$ cat config.mk
export PLATFORM = sky130hd
export DESIGN_NAME = iic_access_arbiter
export DESIGN_NICKNAME = d
export VERILOG_FILES = /design/src/rtl/iic_access_arbiter.sv
export SDC_FILE = /design/constraint.sdc
export NUM_CORES = 1
export LEC_CHECK = 0
export ABC_AREA = 1
export ABC_CLOCK_PERIOD_IN_PS = 3500
export BUFFER_PORTS_ARGS = -buffer_cell sky130_fd_sc_hd__buf_2
export CAP_MARGIN = 20
export CORE_UTILIZATION = 55
export DETAILED_ROUTE_END_ITERATION = 16
export MAX_ROUTING_LAYER = met4
export PLACE_DENSITY = 0.86
export SYNTH_ARGS = -nofsm -noshare
export SYNTH_HDL_FRONTEND = slang
export SYNTH_SLANG_ARGS = --single-unit
$ cat constraint.sdc
create_clock -name clk -period 3.5 [get_ports clk]
set_input_delay 0.175 -clock clk [delete_from_list [all_inputs] [get_ports clk]]
set_output_delay 0.175 -clock clk [all_outputs]
set_load 0.02 [all_outputs]
$ cat src/rtl/iic_access_arbiter.sv
// -----------------------------------------------------------------------------
// iic_access_arbiter
//   Shares one camera IIC driver between two command requesters:
//   requester 0 is the OV5647 init sequencer, requester 1 is the runtime
//   register tuner. Each transaction is granted to one requester, launched
//   with a single write or read strobe, and followed through the driver busy
//   flag. Start and busy timeouts end a transaction with an error.
//
// Ports
//   clk, Rst_N                 100 MHz system clock, async active-low reset
//   Req[1:0], Req_Rd[1:0]      level requests and read/write select
//   Req_Addr0/1, Req_Reg_Addr0/1, Req_Data0/1, Req_Reg2Addr[1:0]
//                              per-requester transaction fields
//   Done[1:0], Err[1:0]        one-cycle completion / error to the owner
//   Rd_Data[7:0]               last successful read result
//   Addr, Reg_Addr, Data, Reg_2Addr, IIC_Write, IIC_Read
//                              command and strobes to the driver
//   IIC_Busy, IIC_Read_Data    driver status and read data
//   Grant[1:0]                 one-hot owner, LAUNCH through FINISH
//
//   state       | meaning
//   ------------+------------------------------------------------------------
//   S_IDLE      | no owner; picks a winner when a request is up and driver idle
//   S_LAUNCH    | one cycle, write or read strobe to the driver
//   S_WAIT_START| waiting for the driver to raise busy (START_WAIT limit)
//   S_WAIT_END  | waiting for busy to fall (BUSY_TIMEOUT limit)
//   S_FINISH    | one cycle, Done/Err to the owner, pointer update
// -----------------------------------------------------------------------------
module iic_access_arbiter #(
   parameter int START_WAIT   = 16,
   parameter int BUSY_TIMEOUT = 2000000,
   parameter int CNT_W        = 21
) (
   input  logic        clk,
   input  logic        Rst_N,
   input  logic [1:0]  Req,
   input  logic [1:0]  Req_Rd,
   input  logic [7:0]  Req_Addr0,
   input  logic [7:0]  Req_Addr1,
   input  logic [15:0] Req_Reg_Addr0,
   input  logic [15:0] Req_Reg_Addr1,
   input  logic [7:0]  Req_Data0,
   input  logic [7:0]  Req_Data1,
   input  logic [1:0]  Req_Reg2Addr,
   output logic [1:0]  Done,
   output logic [1:0]  Err,
   output logic [7:0]  Rd_Data,
   output logic [7:0]  Addr,
   output logic [15:0] Reg_Addr,
   output logic [7:0]  Data,
   output logic        Reg_2Addr,
   output logic        IIC_Write,
   output logic        IIC_Read,
   input  logic        IIC_Busy,
   input  logic [7:0]  IIC_Read_Data,
   output logic [1:0]  Grant
);

   typedef enum logic [2:0] {
      S_IDLE,
      S_LAUNCH,
      S_WAIT_START,
      S_WAIT_END,
      S_FINISH
   } state_t;

   localparam logic [CNT_W-1:0] START_CNT = CNT_W'(START_WAIT);
   localparam logic [CNT_W-1:0] BUSY_CNT  = CNT_W'(BUSY_TIMEOUT);

   state_t            state_q, state_d;
   logic [CNT_W-1:0]  cnt_q, cnt_d;
   logic [CNT_W-1:0]  cnt_inc;
   logic              err_q, err_d;
   logic              last_q, last_d;
   logic [1:0]        grant_q, grant_d;
   logic              rd_q, rd_d;
   logic [7:0]        addr_q, addr_d;
   logic [15:0]       reg_addr_q, reg_addr_d;
   logic [7:0]        data_q, data_d;
   logic              reg2_q, reg2_d;
   logic [7:0]        rd_data_q, rd_data_d;
   logic              win;

   always_ff @(posedge clk or negedge Rst_N) begin
      if (!Rst_N) begin
         state_q    <= S_IDLE;
         cnt_q      <= '0;
         err_q      <= 1'b0;
         last_q     <= 1'b1;   // "last served = 1" so requester 0 wins first
         grant_q    <= 2'b00;
         rd_q       <= 1'b0;
         addr_q     <= '0;
         reg_addr_q <= '0;
         data_q     <= '0;
         reg2_q     <= 1'b0;
         rd_data_q  <= '0;
      end else begin
         state_q    <= state_d;
         cnt_q      <= cnt_d;
         err_q      <= err_d;
         last_q     <= last_d;
         grant_q    <= grant_d;
         rd_q       <= rd_d;
         addr_q     <= addr_d;
         reg_addr_q <= reg_addr_d;
         data_q     <= data_d;
         reg2_q     <= reg2_d;
         rd_data_q  <= rd_data_d;
      end
   end

   always_comb begin
      state_d    = state_q;
      cnt_d      = cnt_q;
      err_d      = err_q;
      last_d     = last_q;
      grant_d    = grant_q;
      rd_d       = rd_q;
      addr_d     = addr_q;
      reg_addr_d = reg_addr_q;
      data_d     = data_q;
      reg2_d     = reg2_q;
      rd_data_d  = rd_data_q;

      // saturating increment: the counter must never wrap back to zero
      cnt_inc = (&cnt_q) ? cnt_q : cnt_q + 1'b1;

      // on contention the requester not served last wins
      win = (Req == 2'b11) ? ~last_q : Req[1];

      case (state_q)
         S_IDLE: begin
            if ((Req != 2'b00) && !IIC_Busy) begin
               grant_d    = win ? 2'b10 : 2'b01;
               rd_d       = Req_Rd[win];
               addr_d     = win ? Req_Addr1     : Req_Addr0;
               reg_addr_d = win ? Req_Reg_Addr1 : Req_Reg_Addr0;
               data_d     = win ? Req_Data1     : Req_Data0;
               reg2_d     = Req_Reg2Addr[win];
               state_d    = S_LAUNCH;
            end
         end
         S_LAUNCH: begin
            cnt_d   = '0;
            state_d = S_WAIT_START;
         end
         S_WAIT_START: begin
            if (IIC_Busy) begin
               cnt_d   = '0;
               state_d = S_WAIT_END;
            end else begin
               cnt_d = cnt_inc;
               if (cnt_inc == START_CNT) begin
                  err_d   = 1'b1;
                  state_d = S_FINISH;
               end
            end
         end
         S_WAIT_END: begin
            if (!IIC_Busy) begin
               // captured on entry to FINISH so it is valid in the Done cycle
               if (rd_q) rd_data_d = IIC_Read_Data;
               state_d = S_FINISH;
            end else begin
               cnt_d = cnt_inc;
               if (cnt_inc == BUSY_CNT) begin
                  err_d   = 1'b1;
                  state_d = S_FINISH;
               end
            end
         end
         S_FINISH: begin
            last_d  = grant_q[1];
            grant_d = 2'b00;
            err_d   = 1'b0;
            state_d = S_IDLE;
         end
         default: state_d = S_IDLE;
      endcase
   end

   assign Done      = (state_q == S_FINISH) ? grant_q : 2'b00;
   assign Err       = ((state_q == S_FINISH) && err_q) ? grant_q : 2'b00;
   assign IIC_Write = (state_q == S_LAUNCH) && !rd_q;
   assign IIC_Read  = (state_q == S_LAUNCH) && rd_q;
   assign Grant     = grant_q;
   assign Rd_Data   = rd_data_q;
   assign Addr      = addr_q;
   assign Reg_Addr  = reg_addr_q;
   assign Data      = data_q;
   assign Reg_2Addr = reg2_q;

endmodule

Word-level counts from Yosys, hierarchy flattened --
Index checks and enable logic that the tools add are counted.
Operators by class: mux-type cells 28, magnitude comparators 1, bitwise logic cells 2, eq/ne operators 14, $add $sub $neg 1, reduce and logical (&&, ||, !) cells 18
Operators by type and width (count):
- 2-to-1 mux 21 bit | 3
- one-hot mux 21 bit (3 select lines) | 1
- adder 21 x 1 -> 21 bit (second input constant) | 1
- == test 21 bit (second input constant) | 1
- == test 21 x 5 -> 1 bit (second input constant) | 1
- AND reduction 21 bit | 1
- 2-to-1 mux 16 bit | 1
- 2-to-1 mux 8 bit | 2
- 2-to-1 mux 3 bit | 5
- one-hot mux 3 bit (4 select lines) | 1
- inequality test 2 bit (second input constant) | 5
- 2-to-1 mux 1 bit | 9
- 2-to-1 mux 2 bit | 4
- == test 3 x 2 -> 1 bit (second input constant) | 2
- inequality test 3 bit (second input constant) | 2
- AND reduction 2 bit | 3
- AND reduction 3 bit | 2
- nonzero test 3 bit | 2
- AND reduction 5 bit | 1
- logical AND 1 bit | 4
- one-hot mux 2 bit (2 select lines) | 1
- nonzero test 2 bit | 2
- == test 3 x 1 -> 1 bit (second input constant) | 1
- == test 3 bit (second input constant) | 1
- other kinds (6) | 8
Word-level totals: output and inout port bits 49, logic and storage cells 75, input port bits 81, register bits 70

Depth between registers and ports, before layout --
Gate-level depths: netlist of the first run.
word-level depth 6, depth in mapped cells 17, mapped depth without buffers 17

Worst setup path before layout of the first run --
No wires, ideal clock.
path type register to register, start point register cnt_q[0], end point register state_q[2], buffers on the path 1, data required time 3.376 ns, library setup time 0.124 ns, period minus slack after synthesis 1.938 ns, cell stages (with the launch flop) 13, slack 1.562 ns, arrival time 1.814 ns, cells stage by stage dfrtp_1 > ha_1 > nand3_4 > nor2_4 > nand3_2 > buf_6 > nand3_1 > inv_1 > nand3_1 > nor2_1 > nand2_1 > nand3_1 > nor3b_2
On the way: word-level cells in the longest chain between the ends 5, elaborated cells on any way between the ends 8, classes of those cells add/sub (1); eq/ne (4); mux (1); reduce/logical (2)
RTL lines:
- start, declared | RTL line 71 | logic [CNT_W-1:0] cnt_q, cnt_d;
- start signal, assigned | RTL line 99 | cnt_q <= cnt_d;
- adder 21 x 1 -> 21 bit / AND reduction 21 bit (equally long branches) | RTL line 126 | cnt_inc = (&cnt_q) ? cnt_q : cnt_q + 1'b1;
- 2-to-1 mux 21 bit (*) | RTL line 126
- == test 21 bit / == test 21 x 5 -> 1 bit (equally long branches) | RTL line 166, 153
- inequality test 3 bit (no source line)
- AND reduction 3 bit (no source line) (*)
- end signal, assigned | RTL line 98 | state_q <= state_d;
- end, declared | RTL line 70 | state_t state_q, state_d;
Mark *: on every way between the ends. The rest lies on a longest branch, timed or not. A chain may end at the register's enable or synchronous reset.

Final worst setup path of the first run --
Ends and elaborated chain as after synthesis.

==> qor.yml, run 1 <==
cts:
  cts_max_level: 3
  cts.clk_slew.worst_paths_ns: 0.08
  cts.sinks: 70
  tritoncts: "built"
  cts-root-buf: "clkbuf_8"
  post_cts_buffers: 0
  numCtsBuffers: 9
  clkLatencyLatePin_ns: 0.35
  cts.path.max_buffers: 2
global_route:
  grt_pass1_vias: 4043
  grtUsageTotal_pct: 33.1
  antenna_found_initial: 0
  grt_pass1_wl_mm: 18.6
  grt_start_max_net_pins: 37
  globalRoute.totalOverflow: 0
critical_path:
  crit_cells: 13
  worstReg2RegEnd: "state_q[2]$_DFFE_PN0P_"
  crit_chain: "ha_1, nand3_4, nor2_4, nand3_2, nand2_1, nand3_1, nor2_1, nand2_1, nor2_1, nand2_1, nand2_2, nand2_2, nor3b_2"
  reg2regPathDepth: 13
  cp.required_ns: 3.77
  slowest_stage: "dfrtp_1"
  worst-path-max-fanout: 15
  rrSetupSlack_ns: 1.05
  path_buf_inv: 0
  start_kind: "flip-flop"
  critPathKind: "reg -> reg"
  critPathMostFrequentCell: "nand2_1"
  cp_top_family: "simple AND/OR/NAND/NOR gates"
  crit_arrival_ns: 2.72
  r2r_start: "cnt_q[0]$_DFFE_PN0P_"
  critPathMaxStageDelay_ns: 0.47
  critPathCaptureType: "flip-flop"
die:
  ios: 130
  die_w_um: 86.4
  coreArea_um2: 6830
  num_rows: 30
  die_height_um: 86.4
  dieArea_um2: 7470
  initial_core_util_pct: 57.4
logic_synthesis:
  syn_area_per_cell_um2: 7.32
  yosys.cell_count.top_type: "nand2_1"
  seq_area_frac_synth_pct: 44.7
  syn_inst: 536
  ys_top_cells_by_area: "dfrtp_1 44%, nand2_1 12%, o21ai_0 10%"
  async_flop_share_pct: 100
  synth_cell_type_count: 30
  synth_area_leader_cell: "dfrtp_1"
  ys.flop_type: "dfrtp_1"
  synth_fp_nets: 618
  synth_edf_count: 0
  ys_ff_latch: 70
  synth_warnings: 0
  synth_common_cells: "127 x nand2_1, 92 x nor2_1, 79 x o21ai_0, 69 x dfrtp_1, 50 x inv_1"
  synth.cell_area_um2: 3920
  synth_top_area_share_pct: 44.0
worst_hold_path:
  hold_path.class: "in -> reg"
  min_to: "Rd_Data[1]$_DFFE_PN0P_"
  min_from: "IIC_Read_Data[1]"
  min_path_cells: 2
final_layout:
  ff_latch_area_um2: 1750
  postLayoutCoreUtil_pct: 71.8
  fill_cells: 573
  fin_nets: 747
  multi_input_area_um2: 1900
  fin_area_um2: 4910
  drive_above_1_share_pct: 27.6
  antennaDiodeCount: 0
  stdcell_count: 766
  area_delta_synth_final_pct: 25.2
route:
  vias: 4143
  antenna_left: 0
  first_pass_iters: 5
  routed_via_density: 5.41
  wl_per_cell_um: 14.5
  drc: 0
  drt-total-wl_mm: 11.1
  initialDrtViolationCount: 311
placed_design:
  hpwl_mm: 8.17
  gp_congestion: 0.960
  place_inst: 749
  portBuffers: 129
  placed_area_um2: 4660
pwr:
  p_leak_nw: 2.47
  pwr_density_cell_nw_per_um2: 709
  vdd_drop_max_mv: 0.532
  power_mw: 3.48
sta:
  skew_ns: 0.00802
  setup_viol: 0
  worst_pin_slew_ns: 0.942
  hold_viol: 0
  max-slew-margin-rel_pct: 37.2
  finalCriticalPeriod_ns: 2.45
  rsz0062_at_grt: "false"
  fin_crit_sh_pct: 69.9
  fmax_mhz: 409
  slew_viol_final: 0
  fin_tns_setup_ns: 0
outcome:
  status: "finished clean"
flow_run:
  maxCapViolations: 0
==> cells in the final DEF (no fill, tap or decap) <==
cell           synthesis  final
a211oi_1               2      2
a21oi_1                5      4
a21oi_2                0      1
a31o_2                 1      1
a31oi_1                1      1
and2_1                 1      1
buf_2                  0    129
buf_4                  0      5
bufinv_16              0      2
clkbuf_8               0     12
clkinv_1               2      2
clkinvlp_4             0      1
dfrtp_1               69     69
dfstp_2                1      1
dlygate4sd3_1          0      1
ha_1                   1      1
inv_1                 50     50
inv_2                  2      2
inv_6                  0      1
mux2_2                 8      8
nand2_1              127    127
nand2_2                8      8
nand3_1               23     23
nand3_2                3      3
nand3_4                1      1
nand3b_1               1      1
nand4_1                7      7
nor2_1                92     92
nor2_2                 4      4
nor2_4                 5      5
nor3_1                 7      7
nor3b_2                1      1
o21ai_0               79     79
o21ai_1                2      2
o22ai_1               12     12
xor2_1                 4      4
==> repair_timing <==
item	CTS	global route
endpoints found under the hold margin	33	0
hold buffers	1	0
gates resized for setup	0	0
setup endpoints to repair	0	0
==> final cells by class <==
cell class                      count  share of cell area [%]
Clock buffer                       12                    3.36
Multi-Input combinational cell    395                    38.7
Clock inverter                      4                    1.55
Tap cell                           96                    2.45
Inverter                           54                    4.13
Timing Repair Buffer              135                    14.1
Sequential cell                    70                    35.7
==> kinds of logic (layout without fill, tap and decap cells) <==
family                     count (synthesis)  after routing  share of synthesized area [%]
AOI/OAI and AO/OA                        102            102                           13.7
and+or+nand+nor                          280            280                           31.1
muxes                                      8              8                           2.30
adders and majority gates                  1              1                          0.319
xor gates and xnor gates                   4              4                          0.893
buffers and inverters                     71            205                           6.99
DFF                                       70             70                           44.7
==> metrics by stage <==
stage	setup slack, ns	hold WS [ns]
after detailed placement	1.15	0.313
after CTS	1.11	0.0484
after global routing	0.815	0.0546
final	1.05	0.0557
after global placement	1.26	0.295
after floorplan	1.56	-0.121
==> worst max path at each step <==
stage / start / end / slack [ns]
2_1_floorplan: cnt_q[0]$_DFFE_PN0P_ / state_q[2]$_DFFE_PN0P_ / 1.56
3_3_place_gp: cnt_q[0]$_DFFE_PN0P_ / err_q$_DFFE_PN0P_ / 1.26
3_5_place_dp: cnt_q[0]$_DFFE_PN0P_ / state_q[2]$_DFFE_PN0P_ / 1.15
4_1_cts: cnt_q[0]$_DFFE_PN0P_ / state_q[2]$_DFFE_PN0P_ / 1.11
5_1_grt: state_q[1]$_DFFE_PN0P_ / cnt_q[6]$_DFFE_PN0P_ / 0.82
6_report: cnt_q[0]$_DFFE_PN0P_ / state_q[2]$_DFFE_PN0P_ / 1.05
==> where the power goes <==
part | leakage [nW] | total [mW] | internal [mW] | switching, mW
clock | 0.119 | 0.784 | 0.462 | 0.321
combinational | 1.45 | 1.42 | 0.468 | 0.955
sequential | 0.898 | 1.27 | 1.10 | 0.174
==> layer usage <==
layer  share of wire, %  wire [um]  track usage (%)  vias up
met1                 41       4580             41.7     1943
met2                 49       5450             52.7      180
met3                7.4        826             8.38       31
met4                2.1        237             10.0        0
li1                   -          -                -     1989
met5                  0          0                -        -
==> registers in the layout (all words and copies together), names as in the netlist <==
register   count
Reg_Addr      16
Rd_Data        8
Reg_2Addr      1
last_q         1
Data           8
Addr           8
Grant          2
state_q        3
cnt_q         21
rd_q           1
err_q          1
No activity file was read; power rests on OpenSTA's default activity.
==> inputs of run 2 (changes only) <==
==> config.mk (replaced) <==
export PLATFORM = sky130hd
export DESIGN_NAME = iic_access_arbiter
export DESIGN_NICKNAME = d
export VERILOG_FILES = /design/src/rtl/iic_access_arbiter.sv
export SDC_FILE = /design/constraint.sdc
export NUM_CORES = 1
export LEC_CHECK = 0
export ABC_AREA = 0
export ABC_CLOCK_PERIOD_IN_PS = 2000
export BUFFER_PORTS_ARGS = -buffer_cell sky130_fd_sc_hd__buf_2
export CAP_MARGIN = 20
export CORE_UTILIZATION = 46
export DETAILED_ROUTE_END_ITERATION = 16
export MAX_ROUTING_LAYER = met4
export PLACE_DENSITY = 0.77
export SYNTH_ARGS = -nofsm -noshare
export SYNTH_HDL_FRONTEND = slang
export SYNTH_SLANG_ARGS = --single-unit
==> constraint.sdc (replaced) <==
create_clock -name clk -period 2 [get_ports clk]
set_input_delay 0.1 -clock clk [delete_from_list [all_inputs] [get_ports clk]]
set_output_delay 0.1 -clock clk [all_outputs]
set_load 0.02 [all_outputs]
==> run 2 against run 1 <==
Synthesized cell count down 20%. Sequential power rose by 76%. Cell count decreased by 3.4%. First-iteration DRC count decreased by 17%. The flow now finishes with violations (negative setup slack). Largest power group unchanged.
==> qor.yml, run 2 <==
outcome:
  status: "finished, violations left"
  failed_checks: "negative setup slack"
logic_synthesis:
  syn_area_per_cell_um2: 9.22
  synth_fp_nets: 509
  ys_top_cells_by_area: "dfrtp_1 44%, mux2i_1 9.7%, o21ai_0 7.8%"
  synth_top_area_share_pct: 43.9
  synth_cell_type_count: 57
  synth_area_leader_cell: "dfrtp_1"
  seq_area_frac_synth_pct: 44.5
  ys.flop_type: "dfrtp_1"
  synth_edf_count: 0
  async_flop_share_pct: 100
  synth.cell_area_um2: 3940
  syn_inst: 427
  synth_warnings: 0
  ys_ff_latch: 70
  synth_common_cells: "69 x dfrtp_1, 69 x nand2_1, 61 x o21ai_0, 38 x mux2i_1, 20 x clkbuf_1"
route:
  antenna_left: 0
  routed_via_density: 5.53
  drc: 0
  vias: 4094
  wl_per_cell_um: 16.0
  initialDrtViolationCount: 259
  first_pass_iters: 5
  drt-total-wl_mm: 11.9
pwr:
  p_leak_nw: 2.90
  vdd_drop_max_mv: 0.739
  pwr_density_cell_nw_per_um2: 1110
  power_mw: 6.36
sta:
  fin_tns_setup_ns: -1.44
  finalCriticalPeriod_ns: 2.39
  whs_ns: 0.00884
  worst_slack_ns: -0.388
  setup_viol: 5
  skew_ns: 0.0114
  fmax_mhz: 419
  slew_viol_final: 0
  hold_viol: 0
  max-slew-margin-rel_pct: 69.2
  fin_crit_sh_pct: 119
  rsz0062_at_grt: "true"
  worst_pin_slew_ns: 0.459
die:
  ios: 130
  die_height_um: 94.5
  coreArea_um2: 8260
  num_rows: 33
  dieArea_um2: 8930
  initial_core_util_pct: 47.7
  die_w_um: 94.5
final_layout:
  largest-register: "cnt_q"
  largest_reg_flops: 21
  area_delta_synth_final_pct: 45.0
  fin_area_um2: 5710
  layout_commonest_cell: "buf_2"
  fin_nets: 712
  drive_above_1_share_pct: 42.8
  final_cell_mix: "129 x buf_2, 79 x buf_4, 68 x dfrtp_1, 68 x nand2_1, 60 x o21ai_0"
  stdcell_count: 740
  postLayoutCoreUtil_pct: 69.1
  fill_cells: 647
  antennaDiodeCount: 0
placed_design:
  gp_congestion: 0.985
  place_ws_ns: -0.358
  hpwl_mm: 8.76
  portBuffers: 129
  place_inst: 710
  placed_area_um2: 5290
global_route:
  antenna_found_initial: 0
  globalRoute.totalOverflow: 0
  grt_pass1_vias: 3816
  grt_start_max_net_pins: 72
  grt_pass1_wl_mm: 18.0
  grtUsageTotal_pct: 27.1
worst_hold_path:
  min_from: "IIC_Read_Data[5]"
  hold_path.class: "in -> reg"
critical_path:
  cp.required_ns: 2.24
  rrSetupSlack_ns: -0.39
  r2r_start: "cnt_q[12]$_DFFE_PN0P_"
  crit_arrival_ns: 2.63
  critPathKind: "reg -> reg"
  start_kind: "flip-flop"
  crit_start: "cnt_q[12]$_DFFE_PN0P_"
  critPathCaptureType: "flip-flop"
  worst-path-max-fanout: 3
cts:
  numCtsBuffers: 9
  cts_max_level: 3
  tritoncts: "built"
  cts-root-buf: "clkbuf_8"
  clkLatencyLatePin_ns: 0.35
  cts.sinks: 70
  cts.clk_slew.worst_paths_ns: 0.08
  cts.path.max_buffers: 2
flow_run:
  maxCapViolations: 0
==> run 2: cell types whose count changed in the layout (fill, tap and decap cells not counted), moves of 10 or more <==
cell and delta:
buf_4 +74, nor2_1 -74, nand2_1 -59, inv_1 -44
mux2i_1 +37, o21ai_0 -19, nand3_1 -16, o22ai_1 -11
nand4_1 +10
==> run 2: final cells by class <==
class	instances	area (um2)	share of cell area [%]
Sequential cell	70	1750	30.7
Inverter	6	22.5	0.395
Clock inverter	6	68.8	1.21
Timing Repair Buffer	225	1460	25.5
Tap cell	105	131	2.30
Multi-Input combinational cell	318	2140	37.5
Clock buffer	10	138	2.41
==> run 2: layer usage <==
| layer | up-vias | share of wire, % | track usage (%) | wire, um |
|---|---|---|---|---|
| li1 | 1953 | - | - | - |
| met1 | 1927 | 42 | 33.4 | 5010 |
| met2 | 174 | 49 | 44.1 | 5830 |
| met3 | 40 | 4.9 | 4.59 | 581 |
| met4 | 0 | 3.7 | 11.4 | 437 |
| met5 | - | 0 | - | 0 |
==> run 2: worst max-delay path, cell delays in order (launching register included) <==
cell and delay (ns):
dfrtp_1 0.40, nand4_4 0.13, or4_4 0.56, nor3_2 0.20, nor2_1 0.09, or4_4 0.55
o31a_1 0.25, o21a_1 0.10
==> run 2: final timing paths <==
path | cells past startpoint | to
hold / removal | 2 | Rd_Data[5]$_DFFE_PN0P_
min in group asynchronous | 2 | cnt_q[12]$_DFFE_PN0P_
setup / recovery | 7 | state_q[1]$_DFFE_PN0P_
hold reg to reg | 2 | Addr[2]$_DFFE_PN0P_
max in group asynchronous | 3 | Rd_Data[3]$_DFFE_PN0P_
setup reg to reg | 7 | state_q[1]$_DFFE_PN0P_
==> run 2: timing repair <==
item	CTS	global route
buffers inserted	2	4
hold buffers	8	0
gates resized for setup	6	14
pin swaps	7	7
endpoints found under the hold margin	22	0
endpoints found under the setup margin	7	13
==> run 2: power breakdown <==
group          internal (mW)  total, mW  switching (mW)
logic                   1.16       2.93            1.77
registers               1.91       2.23           0.317
clock network          0.619       1.20           0.582
total                   3.69       6.36            2.67
==> run 2: cell families after synthesis <==
group                    Yosys count  synth area share (%)
AO/OA/AOI/OAI                    105                  16.0
adder cells (fa/ha/maj)            1                 0.318
AND/OR/NAND/NOR                  156                  20.6
flip-flops                        70                  44.5
multiplexers                      47                  12.2
XOR/XNOR                           9                  2.00
buffers and inverters             39                  4.29
==> inputs of run 3 (changes only) <==
--- a/config.mk
+++ b/config.mk
@@ -9,10 +9,11 @@
 export ABC_CLOCK_PERIOD_IN_PS = 2000
 export BUFFER_PORTS_ARGS = -buffer_cell sky130_fd_sc_hd__buf_2
 export CAP_MARGIN = 20
+export CORE_MARGIN = 2
 export CORE_UTILIZATION = 46
 export DETAILED_ROUTE_END_ITERATION = 16
 export MAX_ROUTING_LAYER = met4
-export PLACE_DENSITY = 0.77
+export PLACE_DENSITY_LB_ADDON = 0.3
 export SYNTH_ARGS = -nofsm -noshare
 export SYNTH_HDL_FRONTEND = slang
 export SYNTH_SLANG_ARGS = --single-unit
==> run 3 against run 2 <==
The flow still finishes with violations (negative setup slack). Clock skew down 0.0013 ns. Worst setup slack worse by 0.11 ns. Global-route usage up 0.61 points. Via count down 0.88%. Worst hold slack better by 0.014 ns. Die area up 4.3%. Sequential power about the same. Routed wire length up 3.4%. Sequential share of layout area up 0.12 points. Largest cell class unchanged.
==> qor.yml, run 3 (same netlist as run 2, synthesis figures left out) <==
critical_path:
  start_kind: "flip-flop"
  critPathCaptureType: "flip-flop"
  cp.required_ns: 2.25
  crit_start: "cnt_q[0]$_DFFE_PN0P_"
  crit_arrival_ns: 2.74
  critPathKind: "reg -> reg"
  r2r_start: "cnt_q[0]$_DFFE_PN0P_"
  worst-path-max-fanout: 4
global_route:
  grt_pass1_vias: 3975
  grt_pass1_wl_mm: 19.2
  grtUsageTotal_pct: 27.7
  globalRoute.totalOverflow: 0
  grt_start_max_net_pins: 72
  antenna_found_initial: 0
pwr:
  seqPwrFrac_pct: 35.8
  p_sw_mw: 2.70
  vdd_drop_max_mv: 0.696
  clock_power_share_pct: 17.6
  pwr_density_cell_nw_per_um2: 1100
  netSwitchingFraction_pct: 43.3
  p_leak_nw: 2.90
  power_frac_comb_pct: 46.6
  internal-power_mw: 3.54
cts:
  cts_max_level: 3
  numCtsBuffers: 9
  cts-root-buf: "clkbuf_8"
  cts.path.max_buffers: 2
  clkLatencyLatePin_ns: 0.36
  cts.sinks: 70
  tritoncts: "built"
  cts.clk_slew.worst_paths_ns: 0.09
sta:
  max-slew-margin-rel_pct: 58.7
  fmax_mhz: 401
  finalCriticalPeriod_ns: 2.49
  hold_viol: 0
  worst_pin_slew_ns: 0.620
  setup_viol: 6
  worst_slack_ns: -0.495
  slew_viol_final: 0
  rsz0062_at_grt: "true"
  whs_ns: 0.0227
  fin_tns_setup_ns: -2.03
  fin_crit_sh_pct: 125
  skew_ns: 0.0101
die:
  coreArea_um2: 8260
  dieArea_um2: 9320
  num_rows: 33
  die_w_um: 96.5
  initial_core_util_pct: 47.7
  die_height_um: 96.5
  ios: 130
route:
  drt-total-wl_mm: 12.3
  antenna_left: 0
  initialDrtViolationCount: 263
  first_pass_iters: 5
  wl_per_cell_um: 16.6
  drc: 0
  vias: 4058
  routed_via_density: 5.49
placed_design:
  gp_congestion: 0.965
  portBuffers: 129
  hpwl_mm: 9.04
  place_ws_ns: -0.440
flow_run:
  maxCapViolations: 0
outcome:
  failed_checks: "negative setup slack"
  status: "finished, violations left"
final_layout:
  largest_reg_flops: 21
  area_delta_synth_final_pct: 44.5
  largest-register: "cnt_q"
  antennaDiodeCount: 0
  layout_commonest_cell: "buf_2"
  final_cell_mix: "129 x buf_2, 73 x buf_4, 68 x nand2_1"
  drive_above_1_share_pct: 42.3
  fin_nets: 711
worst_hold_path:
  hold_path.class: "in -> reg"
  min_from: "Req_Reg_Addr0[4]"
run 3: metal layers:
layer  track usage, %  part of all wire, %  up-vias
li1                 -                    -     1948
met1             34.1                   41     1943
met2             45.9                   52      149
met3             4.50                  5.1       18
met4             10.6                  1.8        0
met5                -                    0        -
run 3: path summary, 6_finish.rpt:
kind / endpoint / cells past startpoint / slack, ns
max: state_q[1]$_DFFE_PN0P_ / 9 / -0.49
min: Reg_Addr[4]$_DFFE_PN0P_ / 3 / 0.02
max reg2reg: state_q[1]$_DFFE_PN0P_ / 9 / -0.49
min reg2reg: Reg_Addr[6]$_DFFE_PN0P_ / 2 / 0.48
max in group asynchronous: Reg_2Addr$_DFFE_PN0P_ / 3 / 0.92
min in group asynchronous: cnt_q[0]$_DFFE_PN0P_ / 2 / 0.29
run 3: area by class of cell:
type / instances / area [um2]
multi-input combinational: 318 / 2140
clock inverter: 6 / 46.3
inverter: 6 / 22.5
timing repair buffer: 224 / 1460
fill: 653 / 2570
tap: 105 / 131
sequential: 70 / 1760
clock buffer: 10 / 138
run 3: repair_timing:
action,4_1_cts,5_1_grt
pin swaps,11,9
hold buffers,9,0
gates resized for setup,13,13
setup buffers,11,5
endpoints found under the hold margin,31,0
setup endpoints to repair,6,14
run 3: metrics by stage:
step           std cells  total power [mW]  cell area, um2  util [%]
3_5_place_dp         699              5.11            5190      62.9
3_3_place_gp         699              5.00            5190      62.9
6_report             739              6.24            5690      68.9
5_1_grt              739              6.63            5690      68.9
2_1_floorplan        427              3.93            3990         -
4_1_cts              735              6.25            5600      67.8
run 3: worst max-delay path, cell delays in order, from the launching register on:
cell     delay [ns]
dfrtp_1        0.43
ha_4           0.16
nand4_1        0.23
nor4_4         0.32
buf_4          0.18
a31o_4         0.14
nand4_1        0.08
or4_4          0.46
o31a_1         0.27
o21a_1         0.11
run 3: power by group through the flow:
stage | Clock, mW | Sequential (mW) | Combinational (mW)
6_report | 1.10 | 2.23 | 2.91
4_1_cts | 1.10 | 2.23 | 2.92
3_5_place_dp | 0 | 2.25 | 2.86
3_3_place_gp | 0 | 2.22 | 2.79
2_1_floorplan | 0 | 2.69 | 1.24
5_1_grt | 1.16 | 2.30 | 3.17
